File: src/rtl/com_sequencer_if.sv
// Bundles the sequencer's start, node-memory, COM-unit and result signals.
// master = sequencer side, slave = memory/COM/consumer side.
interface com_sequencer_if #(
    parameter int POSITION_SIZE = 8,
    parameter int NUM_NODES     = 16,
    parameter int NUM_BODIES    = 4
);
    localparam int AW = (NUM_BODIES * NUM_NODES > 1) ? $clog2(NUM_BODIES * NUM_NODES) : 1;
    localparam int BW = (NUM_BODIES > 1) ? $clog2(NUM_BODIES) : 1;

    logic                     start_in;
    logic [AW-1:0]            addr_out;
    logic [POSITION_SIZE-1:0] mem_x_in;
    logic [POSITION_SIZE-1:0] mem_y_in;
    logic [POSITION_SIZE-1:0] com_x_out;
    logic [POSITION_SIZE-1:0] com_y_out;
    logic                     com_valid_out;
    logic                     com_tabulate_out;
    logic [POSITION_SIZE-1:0] com_x_in;
    logic [POSITION_SIZE-1:0] com_y_in;
    logic                     com_valid_in;
    logic [BW-1:0]            body_id_out;
    logic [POSITION_SIZE-1:0] res_x_out;
    logic [POSITION_SIZE-1:0] res_y_out;
    logic                     res_valid_out;
    logic                     done_out;
    logic                     busy_out;
    logic                     timeout_out;

    modport master (
        input  start_in, mem_x_in, mem_y_in, com_x_in, com_y_in, com_valid_in,
        output addr_out, com_x_out, com_y_out, com_valid_out, com_tabulate_out,
               body_id_out, res_x_out, res_y_out, res_valid_out, done_out,
               busy_out, timeout_out
    );

    modport slave (
        output start_in, mem_x_in, mem_y_in, com_x_in, com_y_in, com_valid_in,
        input  addr_out, com_x_out, com_y_out, com_valid_out, com_tabulate_out,
               body_id_out, res_x_out, res_y_out, res_valid_out, done_out,
               busy_out, timeout_out
    );
endinterface

File: src/rtl/com_sequencer.sv
// Walks every body's nodes from node memory into center_of_mass, pulses tabulate,
// captures the COM result and reports it tagged with the body index.
module com_sequencer #(
    parameter int POSITION_SIZE = 8,
    parameter int NUM_NODES     = 16,
    parameter int NUM_BODIES    = 4,
    parameter int MEM_LATENCY   = 2,
    parameter int TIMEOUT       = 1023
) (
    input  logic clk_in,
    input  logic rst_in,
    com_sequencer_if.master bus
);
    localparam int AW = (NUM_BODIES * NUM_NODES > 1) ? $clog2(NUM_BODIES * NUM_NODES) : 1;
    localparam int BW = (NUM_BODIES > 1) ? $clog2(NUM_BODIES) : 1;
    localparam int NW = (NUM_NODES > 1) ? $clog2(NUM_NODES) : 1;
    localparam int DW = (MEM_LATENCY > 1) ? $clog2(MEM_LATENCY) : 1;
    localparam int TW = $clog2(TIMEOUT + 1);

    typedef enum logic [2:0] {
        S_IDLE, S_ISSUE, S_DRAIN, S_TAB, S_WAIT, S_REPORT
    } state_t;

    state_t                   state_q, state_d;
    logic [BW-1:0]            body_q, body_d;
    logic [NW-1:0]            node_q, node_d;
    logic [DW-1:0]            drain_q, drain_d;
    logic [TW-1:0]            wait_q, wait_d;
    logic [MEM_LATENCY-1:0]   vld_sr_q, vld_sr_d;
    logic [AW-1:0]            addr_q, addr_d;
    logic                     issue_q, issue_d;
    logic                     tab_q, tab_d;
    logic [BW-1:0]            body_id_q, body_id_d;
    logic [POSITION_SIZE-1:0] res_x_q, res_x_d;
    logic [POSITION_SIZE-1:0] res_y_q, res_y_d;
    logic                     res_vld_q, res_vld_d;
    logic                     done_q, done_d;
    logic                     busy_q, busy_d;
    logic                     timeout_q, timeout_d;

    always_comb begin
        state_d     = state_q;
        body_d      = body_q;
        node_d      = node_q;
        drain_d     = drain_q;
        wait_d      = wait_q;
        addr_d      = addr_q;
        issue_d     = 1'b0;
        tab_d       = 1'b0;
        body_id_d   = body_id_q;
        res_x_d     = res_x_q;
        res_y_d     = res_y_q;
        res_vld_d   = 1'b0;
        done_d      = 1'b0;
        timeout_d   = timeout_q;
        // Issue strobe delayed by the memory latency marks data valid at the COM input.
        vld_sr_d[0] = issue_q;
        for (int i = 1; i < MEM_LATENCY; i++) begin
            vld_sr_d[i] = vld_sr_q[i-1];
        end

        case (state_q)
            S_IDLE: begin
                if (bus.start_in) begin
                    state_d   = S_ISSUE;
                    body_d    = '0;
                    node_d    = '0;
                    addr_d    = '0;
                    issue_d   = 1'b1;
                    timeout_d = 1'b0;
                end
            end
            S_ISSUE: begin
                if (node_q == NW'(NUM_NODES - 1)) begin
                    state_d = S_DRAIN;
                    drain_d = '0;
                end else begin
                    node_d  = node_q + NW'(1);
                    addr_d  = addr_q + AW'(1);
                    issue_d = 1'b1;
                end
            end
            S_DRAIN: begin
                if (drain_q == DW'(MEM_LATENCY - 1)) begin
                    state_d = S_TAB;
                    tab_d   = 1'b1;
                end else begin
                    drain_d = drain_q + DW'(1);
                end
            end
            S_TAB: begin
                state_d = S_WAIT;
                wait_d  = '0;
            end
            S_WAIT: begin
                if (bus.com_valid_in) begin
                    state_d   = S_REPORT;
                    res_x_d   = bus.com_x_in;
                    res_y_d   = bus.com_y_in;
                    body_id_d = body_q;
                    res_vld_d = 1'b1;
                    done_d    = (body_q == BW'(NUM_BODIES - 1));
                end else if (wait_q == TW'(TIMEOUT - 1)) begin
                    state_d   = S_IDLE;
                    timeout_d = 1'b1;
                end else begin
                    wait_d = wait_q + TW'(1);
                end
            end
            S_REPORT: begin
                if (body_q == BW'(NUM_BODIES - 1)) begin
                    state_d = S_IDLE;
                end else begin
                    // Bodies are stored back to back, so the next body's first node follows on.
                    state_d = S_ISSUE;
                    body_d  = body_q + BW'(1);
                    node_d  = '0;
                    addr_d  = addr_q + AW'(1);
                    issue_d = 1'b1;
                end
            end
            default: state_d = S_IDLE;
        endcase

        busy_d = (state_d != S_IDLE);
    end

    always_ff @(posedge clk_in or posedge rst_in) begin
        if (rst_in) begin
            state_q   <= S_IDLE;
            body_q    <= '0;
            node_q    <= '0;
            drain_q   <= '0;
            wait_q    <= '0;
            vld_sr_q  <= '0;
            addr_q    <= '0;
            issue_q   <= 1'b0;
            tab_q     <= 1'b0;
            body_id_q <= '0;
            res_x_q   <= '0;
            res_y_q   <= '0;
            res_vld_q <= 1'b0;
            done_q    <= 1'b0;
            busy_q    <= 1'b0;
            timeout_q <= 1'b0;
        end else begin
            state_q   <= state_d;
            body_q    <= body_d;
            node_q    <= node_d;
            drain_q   <= drain_d;
            wait_q    <= wait_d;
            vld_sr_q  <= vld_sr_d;
            addr_q    <= addr_d;
            issue_q   <= issue_d;
            tab_q     <= tab_d;
            body_id_q <= body_id_d;
            res_x_q   <= res_x_d;
            res_y_q   <= res_y_d;
            res_vld_q <= res_vld_d;
            done_q    <= done_d;
            busy_q    <= busy_d;
            timeout_q <= timeout_d;
        end
    end

    assign bus.addr_out         = addr_q;
    assign bus.com_x_out        = bus.mem_x_in;
    assign bus.com_y_out        = bus.mem_y_in;
    assign bus.com_valid_out    = vld_sr_q[MEM_LATENCY-1];
    assign bus.com_tabulate_out = tab_q;
    assign bus.body_id_out      = body_id_q;
    assign bus.res_x_out        = res_x_q;
    assign bus.res_y_out        = res_y_q;
    assign bus.res_valid_out    = res_vld_q;
    assign bus.done_out         = done_q;
    assign bus.busy_out         = busy_q;
    assign bus.timeout_out      = timeout_q;
endmodule
File: src/flat_wrapper.sv
// flat-port wrapper written by rule: the top's interface ports become plain ports
module com_sequencer_flat 
#(
    parameter int POSITION_SIZE = 8,
    parameter int NUM_NODES     = 16,
    parameter int NUM_BODIES    = 4,
    parameter int MEM_LATENCY   = 2,
    parameter int TIMEOUT       = 1023
)
  (clk_in, rst_in, bus_start_in, bus_mem_x_in, bus_mem_y_in, bus_com_x_in, bus_com_y_in, bus_com_valid_in, bus_addr_out, bus_com_x_out, bus_com_y_out, bus_com_valid_out, bus_com_tabulate_out, bus_body_id_out, bus_res_x_out, bus_res_y_out, bus_res_valid_out, bus_done_out, bus_busy_out, bus_timeout_out);
  com_sequencer_if #(.POSITION_SIZE(POSITION_SIZE), .NUM_NODES(NUM_NODES), .NUM_BODIES(NUM_BODIES)) bus_i ();
  input  logic clk_in;
  input  logic rst_in;
  input wire logic [$bits(bus_i.start_in)-1:0] bus_start_in;
  input wire logic [$bits(bus_i.mem_x_in)-1:0] bus_mem_x_in;
  input wire logic [$bits(bus_i.mem_y_in)-1:0] bus_mem_y_in;
  input wire logic [$bits(bus_i.com_x_in)-1:0] bus_com_x_in;
  input wire logic [$bits(bus_i.com_y_in)-1:0] bus_com_y_in;
  input wire logic [$bits(bus_i.com_valid_in)-1:0] bus_com_valid_in;
  output wire logic [$bits(bus_i.addr_out)-1:0] bus_addr_out;
  output wire logic [$bits(bus_i.com_x_out)-1:0] bus_com_x_out;
  output wire logic [$bits(bus_i.com_y_out)-1:0] bus_com_y_out;
  output wire logic [$bits(bus_i.com_valid_out)-1:0] bus_com_valid_out;
  output wire logic [$bits(bus_i.com_tabulate_out)-1:0] bus_com_tabulate_out;
  output wire logic [$bits(bus_i.body_id_out)-1:0] bus_body_id_out;
  output wire logic [$bits(bus_i.res_x_out)-1:0] bus_res_x_out;
  output wire logic [$bits(bus_i.res_y_out)-1:0] bus_res_y_out;
  output wire logic [$bits(bus_i.res_valid_out)-1:0] bus_res_valid_out;
  output wire logic [$bits(bus_i.done_out)-1:0] bus_done_out;
  output wire logic [$bits(bus_i.busy_out)-1:0] bus_busy_out;
  output wire logic [$bits(bus_i.timeout_out)-1:0] bus_timeout_out;
  assign bus_i.start_in = bus_start_in;
  assign bus_i.mem_x_in = bus_mem_x_in;
  assign bus_i.mem_y_in = bus_mem_y_in;
  assign bus_i.com_x_in = bus_com_x_in;
  assign bus_i.com_y_in = bus_com_y_in;
  assign bus_i.com_valid_in = bus_com_valid_in;
  assign bus_addr_out = bus_i.addr_out;
  assign bus_com_x_out = bus_i.com_x_out;
  assign bus_com_y_out = bus_i.com_y_out;
  assign bus_com_valid_out = bus_i.com_valid_out;
  assign bus_com_tabulate_out = bus_i.com_tabulate_out;
  assign bus_body_id_out = bus_i.body_id_out;
  assign bus_res_x_out = bus_i.res_x_out;
  assign bus_res_y_out = bus_i.res_y_out;
  assign bus_res_valid_out = bus_i.res_valid_out;
  assign bus_done_out = bus_i.done_out;
  assign bus_busy_out = bus_i.busy_out;
  assign bus_timeout_out = bus_i.timeout_out;
  com_sequencer #(.POSITION_SIZE(POSITION_SIZE), .NUM_NODES(NUM_NODES), .NUM_BODIES(NUM_BODIES), .MEM_LATENCY(MEM_LATENCY), .TIMEOUT(TIMEOUT)) u_core (.clk_in(clk_in), .rst_in(rst_in), .bus(bus_i));
endmodule
File: config.mk
export PLATFORM = sky130hd
export DESIGN_NAME = com_sequencer_flat
export DESIGN_NICKNAME = d
export VERILOG_FILES = /design/src/rtl/com_sequencer_if.sv /design/src/rtl/com_sequencer.sv /design/src/flat_wrapper.sv
export SDC_FILE = /design/constraint.sdc
export NUM_CORES = 1
export LEC_CHECK = 0
export ABC_AREA = 1
export CAP_MARGIN = 20
export CORE_UTILIZATION = 50
export DETAILED_ROUTE_END_ITERATION = 7
export GPL_TIMING_DRIVEN = 1
export HOLD_SLACK_MARGIN = 0.1
export MAX_ROUTING_LAYER = met4
export PLACE_DENSITY = 0.87
export SLEW_MARGIN = 20
export SYNTH_ARGS = -nofsm -noshare
export SYNTH_HDL_FRONTEND = slang
export SYNTH_SLANG_ARGS = --single-unit
File: constraint.sdc
create_clock -name clk_in -period 3.6 [get_ports clk_in]
set_input_delay 0.72 -clock clk_in [delete_from_list [all_inputs] [get_ports clk_in]]
set_output_delay 0.72 -clock clk_in [all_outputs]
set_load 0.01 [all_outputs]
==> Yosys cells after proc, flatten, opt, wreduce, memory -nomap -nowiden <==
Index checks and enable logic that the tools add are counted.
{ "word_totals": {"elab_cells": 87, "output_inout_bits": 46, "register_bits": 52} }
{ "op_classes": {"n_reduce_logical": 13, "n_addsub": 5, "eq_ne": 15, "mux": 38} }
{ "op_table": {"columns": ["cell", "count"], "rows": [
  ["10-bit two-way mux", 2],
  ["10-bit case mux with 2 select lines", 1],
  ["6-bit two-way mux", 3],
  ["3-bit case mux with 6 select lines", 1],
  ["6-bit case mux with 3 select lines", 1],
  ["1-bit two-way mux", 15],
  ["3-bit two-way mux", 5],
  ["4-bit two-way mux", 3],
  ["4-bit case mux with 3 select lines", 1],
  ["10-bit by 1-bit adder with 10-bit output, second input constant", 1],
  ["10-bit == test, second input constant", 1],
  ["2-bit != test, second input constant", 5],
  ["4-bit AND reduction", 2],
  ["2-bit nonzero test", 4],
  ["6-bit by 1-bit adder with 6-bit output, second input constant", 1],
  ["3-bit by 2-bit == test with 1-bit output, second input constant", 2],
  ["3-bit == test, second input constant", 2],
  ["3-bit AND reduction", 2],
  ["3-bit nonzero test", 2],
  ["4-bit by 1-bit adder with 4-bit output, second input constant", 1],
  ["4-bit == test, second input constant", 1],
  ["2-bit two-way mux", 2],
  ["2-bit by 1-bit != test with 1-bit output, second input constant", 2],
  ["1-bit case mux with 2 select lines", 2],
  ["other kinds (8)", 9]
]} }

==> Longest topological paths before layout <==
{ "logic_depth": {"ltp_word": 5, "mapped_depth": 10, "mapped_depth_nobuf": 10} }

==> Least setup slack after synthesis <==
OpenSTA, ideal clock, no wires.
{ "synth_path": {"path_kind": "input -> output", "startpoint": "in bus_mem_x_in[0]", "endpoint": "out bus_com_x_out[0]", "n_path_buf": 1, "t_required_ps": 2880, "arrival_time_ps": 839, "setup_slack_ps": 2041, "path_stages": 1, "cell_sequence": "buf_4"} }
{ "synth_lines": {"columns": ["item", "line", "text"], "rows": [
  ["start: declaration", "flat_wrapper.sv:15", "input wire logic [$bits(bus_i.mem_x_in)-1:0] bus_mem_x_in;"],
  ["end: declaration", "flat_wrapper.sv:21", "output wire logic [$bits(bus_i.com_x_out)-1:0] bus_com_x_out;"]
]} }
No word-level cell between the ends.

==> Worst setup path after layout <==
{ "layout_path": {"startpoint": "in bus_com_valid_in", "endpoint": "reg u_core.wait_q[5]"} }
{ "layout_between": {"elab_chain_len": 2} }
{ "layout_rtl": {"columns": ["item", "line", "text"], "rows": [
  ["start: declaration", "flat_wrapper.sv:19", "input wire logic [$bits(bus_i.com_valid_in)-1:0] bus_com_valid_in;"],
  ["2-bit != test (no line)", null, null],
  ["3-bit AND reduction (no line)", null, null],
  ["end signal: assignment", "com_sequencer.sv:151", "wait_q <= wait_d;"],
  ["end: declaration", "com_sequencer.sv:28", "logic [TW-1:0] wait_q, wait_d;"]
]} }
No other way between the ends.
A chain may end at the register's enable or synchronous reset.

==> metrics.txt <==
I/O pin total=82; Post-Place Cell Area=3010 sq um; hold buffers post-CTS=0; vias per std cell=4.82; worst r2r src=u_core.state_q[1]; final slew viol count=0; clk_skew=0.0106 ns; Yosys Warn Count=0; Routed Antenna Nets=0; Clock Sink Count=52; die area=5470 sq um; Min-Delay Endpoint=u_core.vld_sr_q[1]; CP peak stage delay=0.45 ns; Max Cap Viol=0; placed insts=422; Rows=25; P&R area growth vs syn=19.7%; Rel. slew slack=41.8%; syn_area_per_cell=7.89 sq um; final-report hold violation count=0; Period minus WS final=2.18 ns; most numerous cell in the Yosys netlist=nand2_1; setup TNS=0 ns; CP Cell Sequence=clkdlybuf4s50_1 -> inv_1 -> nor2_4 -> inv_2 -> nand2_2 -> nand2_1 -> nand2_1; Inserted Clock Buffers=5; Max VDD drop=0.260 mV; drt pass-1 iters=4; crit path DAT=2.43 ns; Die Wd=73.9 um; Vias=2073; share of the synthesized area in the top cell type=50.3%; Finished Layout Cells=430; most frequent cells after synthesis=140 x nand2_1, 52 x dfrtp_1, 27 x inv_1; clk root buf=clkbuf_8; # H-tree levels=2; Synth area leader=dfrtp_1; mapped cell area=2590 sq um; cells after synthesis=328; initial antenna violation count=0; min-delay worst type=flop to flop; P_leak=1.58 nW; largest family of logic cells by synthesized area=simple AND/OR/NAND/NOR gates; post-synthesis mux area share=0%; register area share after synthesis=50.3%; Final nets=403; Compound-Gate Fraction of Synth Area=1.89%; Post-CTS Setup Inserts=0; Yosys cell types=23; HPWL after DPL=3.50 mm; PD cells=623 nW/um^2; final core occ=63.9%; drt drc=0; TritonCTS clock tree=built; Crit Path Max Fanout=23; Worst setup SP type=primary input; Hold Path Origin=u_core.vld_sr_q[0]; CP Capture Type=flop; Max Buffers Root-to-Sink=2; die height=73.9 um; flops & latches, synth=52; Tot Pwr=1.93 mW; largest net degree at the start of global routing=53; most frequent CP cell=nand2_1; Routed WL=4.97 mm; Post-synth EDFFs=0; Crit Path Category=primary input to flop; fmax=0.460 GHz; Inserted Diodes=0; Routed wire per std cell=11.6 um; commonest register cell after synthesis=dfrtp_1; Final setup viols=0; Core Box Area=4850 sq um; Synth Area in Simple Gates=33.0%; Post-CTS Resized=0; hold path cells=0; Placer Congestion=0.817; Synth async-reset ratio=100%; final instance area=3100 sq um; Required @ worst endpoint=3.85 ns; outcome=complete, no violations; Synth Area in Adders=2.42%; violation count after the first detailed-route iteration=92; share of layout cells above drive strength 1=7.44%; grt ovf=0; port bufs=49; Slowest-stage cell, CP=clkdlybuf4s50_1; Starting Density=53.4%; Clock Latency Late Sink=0.31 ns; vias in the first global route=2004; fin crit share=60.4%; Worst Reg-to-Reg Cells=7; post-synthesis xor/xnor area fraction=2.03%; r2r setup slk=1.59 ns; total track usage=20.8%; synth top area cells=dfrtp_1 50%, nand2_1 20%, buf_4 4.6%, inv_1 3.9%, nand3_1 3.5%; wire length of the first global-routing pass=8.60 mm; RSZ-0062 raised after global routing=no; Clock transition at path regs=0.09 ns; RR Endpoint=u_core.wait_q[5]; Worst-Margin Slew=0.874 ns; Mapped Nets=369
[sequential cells by signal (all words and copies together) (netlist names)]
signal,flops
u_core.body_q,2
u_core.bus.body_id_out,2
u_core.bus.res_y_out,8
u_core.bus.addr_out,6
u_core.bus.timeout_out,1
u_core.node_q,4
u_core.bus.res_valid_out,1
u_core.bus.res_x_out,8
u_core.bus.done_out,1
u_core.bus.busy_out,1
u_core.state_q,3
u_core.drain_q,1
u_core.bus.com_tabulate_out,1
u_core.vld_sr_q,2
u_core.issue_q,1
u_core.wait_q,10
[cell usage in the layout (no fill, tap or decap), drive strengths merged]
cell and count:
clkdlybuf4s50 49, nand3b 2, nand4 4, nand2 148
nor2 28, clkinv 3, nor3 2, clkbuf 5
dfrtp 52, nand3 18, or2 2, xnor2 1
inv 30, ha 5, a21oi 4, o21ai 5
xor2 5
[stage by stage]
stage	setup slack [ns]	hold WS (ns)
floorplan	1.62	0.331
global placement	1.18	0.333
detailed placement	1.09	0.335
CTS	1.41	0.355
global route	1.24	0.389
finish	1.42	0.354
[cell families (layout without fill, tap and decap cells)]
| logic type | Yosys count | count (layout) |
|---|---|---|
| xor+xnor | 6 | 6 |
| simple gates | 204 | 204 |
| buf+inv | 52 | 87 |
| flops | 52 | 52 |
| compound gates | 9 | 9 |
| fa+ha+maj | 5 | 5 |
[how the worst max path moves through the flow]
stage,startpoint,end,slack [ns],cells after the start
2_1_floorplan,rst_in,u_core.body_q[0],1.62,1
3_3_place_gp,bus_com_valid_in,u_core.wait_q[9],1.18,7
3_5_place_dp,bus_com_valid_in,u_core.wait_q[5],1.09,7
4_1_cts,bus_com_valid_in,u_core.wait_q[5],1.41,7
5_1_grt,bus_com_valid_in,u_core.wait_q[5],1.24,7
6_report,bus_com_valid_in,u_core.wait_q[5],1.42,7
[power breakdown]
| group | leakage, nW | switching, mW | internal (mW) | total (mW) |
|---|---|---|---|---|
| Clock | 0.0485 | 0.196 | 0.140 | 0.336 |
| Combinational | 0.859 | 0.378 | 0.351 | 0.729 |
| Sequential | 0.669 | 0.119 | 0.746 | 0.866 |
[critical path: cells and delay by family]
family,cells,cell delay [ns]
and+or+nand+nor,4,0.88
buffers and inverters,3,0.83
[final cells by class]
cell class	instances	area (sq um)
Sequential cell	52	1300
Inverter	30	114
Multi-Input combinational cell	224	1020
Tap cell	67	83.8
Clock inverter	3	22.5
Fill cell	415	1750
Timing Repair Buffer	49	490
Clock buffer	5	68.8
[per-layer routing]
layer,global-route usage [%],share of wire [%]
met2,34.3,49
met5,-,0
met3,5.01,4.9
met1,25.8,45
met4,4.91,1.1
Note: power is estimated with default switching activity, not from simulation.
